[config.mk]
export PLATFORM = sky130hd
export DESIGN_NAME = uart_rx
export DESIGN_NICKNAME = d
export VERILOG_FILES = /design/src/rtl/uart_rx.sv
export SDC_FILE = /design/constraint.sdc
export NUM_CORES = 1
export LEC_CHECK = 0
export ABC_AREA = 1
export BUFFER_PORTS_ARGS = -buffer_cell sky130_fd_sc_hd__buf_2
export CAP_MARGIN = 0
export CORE_UTILIZATION = 25
export DETAILED_ROUTE_END_ITERATION = 7
export PLACE_DENSITY = 0.48
export SYNTH_ARGS = -nofsm -noshare
export SYNTH_HDL_FRONTEND = slang
export SYNTH_SLANG_ARGS = --single-unit
[constraint.sdc]
create_clock -name Clk -period 1.8 [get_ports Clk]
set_clock_uncertainty 0.05 [all_clocks]
set_input_delay 0.36 -clock Clk [delete_from_list [all_inputs] [get_ports Clk]]
set_output_delay 0.36 -clock Clk [all_outputs]
set_load 0.05 [all_outputs]
[src/rtl/uart_rx.sv]
// UART receiver: 2-flop synchronized rx, oversampled start/data/parity/stop FSM, one-entry output buffer.
// Define UART_RX_PARITY_EN to add an even-parity bit between the data bits and the stop bit.
module uart_rx #(
  parameter int DATA_BITS  = 8,
  parameter int OVERSAMPLE = 16
) (
  input  logic                 Clk,
  input  logic                 Reset,
  input  logic                 baud_tick,
  input  logic                 rx,
  output logic [DATA_BITS-1:0] rx_data,
  output logic                 rx_valid,
  input  logic                 rx_ready,
  output logic                 frame_err,
  output logic                 overrun_err,
  output logic                 parity_err
);

  localparam int TICK_W = (OVERSAMPLE > 1) ? $clog2(OVERSAMPLE) : 1;
  localparam int BIT_W  = $clog2(DATA_BITS + 1);

  localparam logic [TICK_W-1:0] TICK_MID  = TICK_W'(OVERSAMPLE / 2 - 1);
  localparam logic [TICK_W-1:0] TICK_LAST = TICK_W'(OVERSAMPLE - 1);
  localparam logic [BIT_W-1:0]  BIT_LAST  = BIT_W'(DATA_BITS - 1);

  typedef enum logic [2:0] {
    S_IDLE,
    S_START,
    S_DATA,
    S_PARITY,
    S_STOP
  } state_t;

  state_t                 state, state_n;
  logic                   rx_meta, rx_sync, rx_prev;
  logic [TICK_W-1:0]      tick_cnt, tick_cnt_n;
  logic [BIT_W-1:0]       bit_cnt, bit_cnt_n;
  logic [DATA_BITS-1:0]   shreg, shreg_n;
  logic                   stop_hold, stop_hold_n;
  logic                   frame_done;
  logic                   frame_bad;
`ifdef UART_RX_PARITY_EN
  logic                   parity_bad;
`endif

  // NOTE: every register uses non-blocking assignment so all flops update
  // together from the same pre-edge values, independent of statement order.
  always_ff @(posedge Clk or posedge Reset) begin
    if (Reset) begin
      rx_meta   <= 1'b1;
      rx_sync   <= 1'b1;
      rx_prev   <= 1'b1;
      state     <= S_IDLE;
      tick_cnt  <= '0;
      bit_cnt   <= '0;
      shreg     <= '0;
      stop_hold <= 1'b0;
    end else begin
      rx_meta   <= rx;
      rx_sync   <= rx_meta;
      rx_prev   <= rx_sync;
      state     <= state_n;
      tick_cnt  <= tick_cnt_n;
      bit_cnt   <= bit_cnt_n;
      shreg     <= shreg_n;
      stop_hold <= stop_hold_n;
    end
  end

  // NOTE: every signal written here gets a default first, so no path can
  // leave one unassigned and infer a latch.
  always_comb begin
    state_n     = state;
    tick_cnt_n  = tick_cnt;
    bit_cnt_n   = bit_cnt;
    shreg_n     = shreg;
    stop_hold_n = stop_hold;
    frame_done  = 1'b0;
    frame_bad   = 1'b0;
`ifdef UART_RX_PARITY_EN
    parity_bad  = 1'b0;
`endif

    unique case (state)
      S_IDLE: begin
        if (rx_prev && !rx_sync) begin
          state_n    = S_START;
          tick_cnt_n = '0;
        end
      end

      // Re-check the line mid-bit so short low glitches are rejected.
      S_START: begin
        if (baud_tick) begin
          if (tick_cnt == TICK_MID) begin
            tick_cnt_n = '0;
            bit_cnt_n  = '0;
            state_n    = rx_sync ? S_IDLE : S_DATA;
          end else begin
            tick_cnt_n = tick_cnt + 1'b1;
          end
        end
      end

      S_DATA: begin
        if (baud_tick) begin
          if (tick_cnt == TICK_LAST) begin
            tick_cnt_n = '0;
            shreg_n    = {rx_sync, shreg[DATA_BITS-1:1]};
            if (bit_cnt == BIT_LAST) begin
              bit_cnt_n = '0;
`ifdef UART_RX_PARITY_EN
              state_n   = S_PARITY;
`else
              state_n   = S_STOP;
`endif
            end else begin
              bit_cnt_n = bit_cnt + 1'b1;
            end
          end else begin
            tick_cnt_n = tick_cnt + 1'b1;
          end
        end
      end

`ifdef UART_RX_PARITY_EN
      S_PARITY: begin
        if (baud_tick) begin
          if (tick_cnt == TICK_LAST) begin
            tick_cnt_n = '0;
            parity_bad = (rx_sync != (^shreg));
            state_n    = S_STOP;
          end else begin
            tick_cnt_n = tick_cnt + 1'b1;
          end
        end
      end
`endif

      // After a low stop bit, hold here until the line returns high.
      S_STOP: begin
        if (stop_hold) begin
          if (rx_sync) begin
            stop_hold_n = 1'b0;
            state_n     = S_IDLE;
          end
        end else if (baud_tick) begin
          if (tick_cnt == TICK_LAST) begin
            tick_cnt_n = '0;
            if (rx_sync) begin
              frame_done = 1'b1;
              state_n    = S_IDLE;
            end else begin
              frame_bad   = 1'b1;
              stop_hold_n = 1'b1;
            end
          end else begin
            tick_cnt_n = tick_cnt + 1'b1;
          end
        end
      end

      default: begin
        state_n    = S_IDLE;
        tick_cnt_n = '0;
      end
    endcase
  end

  always_ff @(posedge Clk or posedge Reset) begin
    if (Reset) begin
      rx_data     <= '0;
      rx_valid    <= 1'b0;
      frame_err   <= 1'b0;
      overrun_err <= 1'b0;
    end else begin
      frame_err   <= frame_bad;
      overrun_err <= frame_done && rx_valid && !rx_ready;
      if (frame_done && (!rx_valid || rx_ready)) begin
        rx_data  <= shreg;
        rx_valid <= 1'b1;
      end else if (rx_valid && rx_ready) begin
        rx_valid <= 1'b0;
      end
    end
  end

`ifdef UART_RX_PARITY_EN
  always_ff @(posedge Clk or posedge Reset) begin
    if (Reset) begin
      parity_err <= 1'b0;
    end else begin
      parity_err <= parity_bad;
    end
  end
`else
  assign parity_err = 1'b0;
`endif

endmodule

==> flow_summary.yaml <==
placed_design:
  placedCellCount: 292
  io_buffers: 15
  routabilityCongestion: 0.775
  dp_hpwl_mm: 2.40
layout:
  nFillCells: 681
  post-route-util: 0.311
  drive_above_1_share: 0.254
  seqCellArea_um2: 855
  diodes: 0
  layout_commonest_cell: "nand2_1"
  multiInputGateArea_um2: 714
  fin_cells: 301
  syn_to_final_growth_pct: 17.5
  fin_nets: 230
  final_cell_mix: "nand2_1, dfrtp_1, inv_1"
sta:
  timing.hold.ws_ps: 99.2
  timing_hold_violations_final: 0
  finalMaxSlewViolations: 0
  max_freq_ghz: 0.618
  fin_crit_ps: 1620
  grt_setup_unrepaired: "no"
  fin_crit_sh: 0.899
  setup_viol_count_final: 0
  fin_setup_tns_ps: 0
worst_setup_path:
  worstPathArrival_ps: 1760
  start_kind: "register"
  slowest_stage: "dfrtp_1"
  crit_chain: "ha_1 -> nand4_1 -> nor2_4 -> buf_12 -> nand2_1 -> o21ai_0"
  required_ps: 1940
  path_buf_inv: 1
  end_kind: "register"
  cpLargestDelayFamily: "simple AND/OR/NAND/NOR gates"
  cp_max_fo: 14
  critPathMaxStageDelay_ps: 390
  crit_type: "reg -> reg"
floorplanning:
  dieArea_mm2: 0.00721
  num_io_pins: 17
  die_w_um: 84.9
  start_util: 0.265
  die_h_um: 84.9
  core_mm2: 0.00649
  num_rows: 29
status:
  status: "complete, no violations"
synthesis:
  ys_seq_area_frac: 0.497
  synth-seq-cells: 34
  netlist_instances: 201
  syn_area_mm2: 0.00172
  ys_warn_count: 0
  synth.distinct_cells: 26
  syn_nets: 208
  synth_area_per_cell_um2: 8.55
global_routing:
  gr-usage-all-layers: 0.108
  antenna_found_initial: 0
  grt_max_degree: 35
  grt_pass1_wl_mm: 6.03
  grt-ovfl-total: 0
  grt_pass1_vias: 1296
cts:
  ctsRootBufferMaster: "clkbuf_8"
  clock_path_buffers: 2
  cts_buffers: 5
  clk_pin_slew_worst_paths_ps: 70
  cts_hold_buf: 0
  clk_latency_ps: 290
  cts_tree: "yes"
  cts.htree.levels: 2
  cts_sinks: 34
drt:
  ant_nets: 0
  totalWireLength_mm: 3.41
  wl_per_cell_um: 11.3
  viasPerCell: 4.35
  drt_iter0_drc: 55
  vias: 1309
  drc: 0
  firstDrtPassIters: 4
power:
  peakVddDrop_uv: 380
  comb_power_share: 0.298
  p_int_w: 0.00150
  power_switching_w: 0.000856
  pwr-share-seq: 0.390
  leakagePower_nw: 1.05
  clkPwrFrac: 0.312
  swShare: 0.364
  pwr_density_cell_mw_per_mm2: 1160
job:
  maxCapViolCount: 0
worst_hold_path:
  hp-class: "in -> async"
[synthesized netlist by cell type (all sizes together)]
cell type / n / share of area
dfstp: 3 / 0.046
nand2: 65 / 0.15
xnor2: 1 / 0.0051
a21oi: 2 / 0.0058
nor3: 5 / 0.020
xor2: 2 / 0.010
ha: 2 / 0.015
dfrtp: 31 / 0.45
inv: 29 / 0.063
nand4: 3 / 0.020
o21ai: 21 / 0.079
conb: 1 / 0.0022
buf: 4 / 0.024
nor2: 15 / 0.046
nand3: 17 / 0.066
[layer usage]
metal	vias to the layer above	GRT usage	share of wire
met5	-	0	0
met4	0	0.0370	0.013
met3	5	0.0350	0.033
met2	21	0.174	0.46
met1	611	0.136	0.50
li1	672	-	-
[worst min-delay path: cells and delay by family]
family	cells	cell delay (ps)
buffers and inverters	3	500
[path summary, 6_finish.rpt]
check                             from         end  slack [ps]  cells after the start
max in group asynchronous        Reset     rx_meta        1240                      3
setup / recovery           tick_cnt[0]    shreg[6]         180                      6
hold reg to reg                rx_meta     rx_sync         310                      0
setup reg to reg           tick_cnt[0]    shreg[6]         180                      6
min in group Clk                    rx     rx_meta         120                      1
hold / removal                   Reset  rx_data[0]         100                      3
[flip-flops by register name, summed over array words and instances, names as in the netlist, 3 cells and up]
signal    cells
rx_data       8
shreg         8
bit_cnt       4
state         3
tick_cnt      4
[cell families (layout without fill, tap and decap cells)]
logic type / count (synthesis) / count (layout) / share of synthesized area
AOI/OAI and AO/OA: 23 / 23 / 0.0844
buffers and inverters: 33 / 56 / 0.0873
DFF: 34 / 34 / 0.497
adders and majority gates: 2 / 2 / 0.0146
xor gates and xnor gates: 3 / 3 / 0.0153
and+or+nand+nor: 105 / 105 / 0.299
other: 1 / 1 / 0.00218
[per-stage QoR]
stage	total power [W]	setup WS, ps	cell area [µm²]
after floorplan	0.00151	338	1720
after global placement	0.00164	184	1880
after detailed placement	0.00164	113	1880
after CTS	0.00239	109	2000
after global routing	0.00255	7.37	2020
final	0.00235	181	2020
[area by class of cell]
| cell class | count | area share |
|---|---|---|
| Clock buffer | 7 | 0.0427 |
| Sequential cell | 34 | 0.423 |
| Clock inverter | 1 | 0.0149 |
| Tap cell | 77 | 0.0477 |
| Timing Repair Buffer | 19 | 0.0644 |
| Multi-Input combinational cell | 134 | 0.354 |
| Inverter | 29 | 0.0539 |
[repair_timing]
item | in CTS | in global routing
setup endpoints to repair | 0 | 4
resized for setup | 0 | 0
buffers inserted | 0 | 1
[power groups by stage]
stage                     Combinational (W)  Clock [W]  Sequential (W)
after floorplan                    0.000622          0        0.000892
after global placement             0.000715          0        0.000930
after detailed placement           0.000708          0        0.000930
after CTS                          0.000715   0.000761        0.000916
after global routing               0.000823   0.000804        0.000927
final                              0.000702   0.000733        0.000917
(Power assumes the default switching activity.)
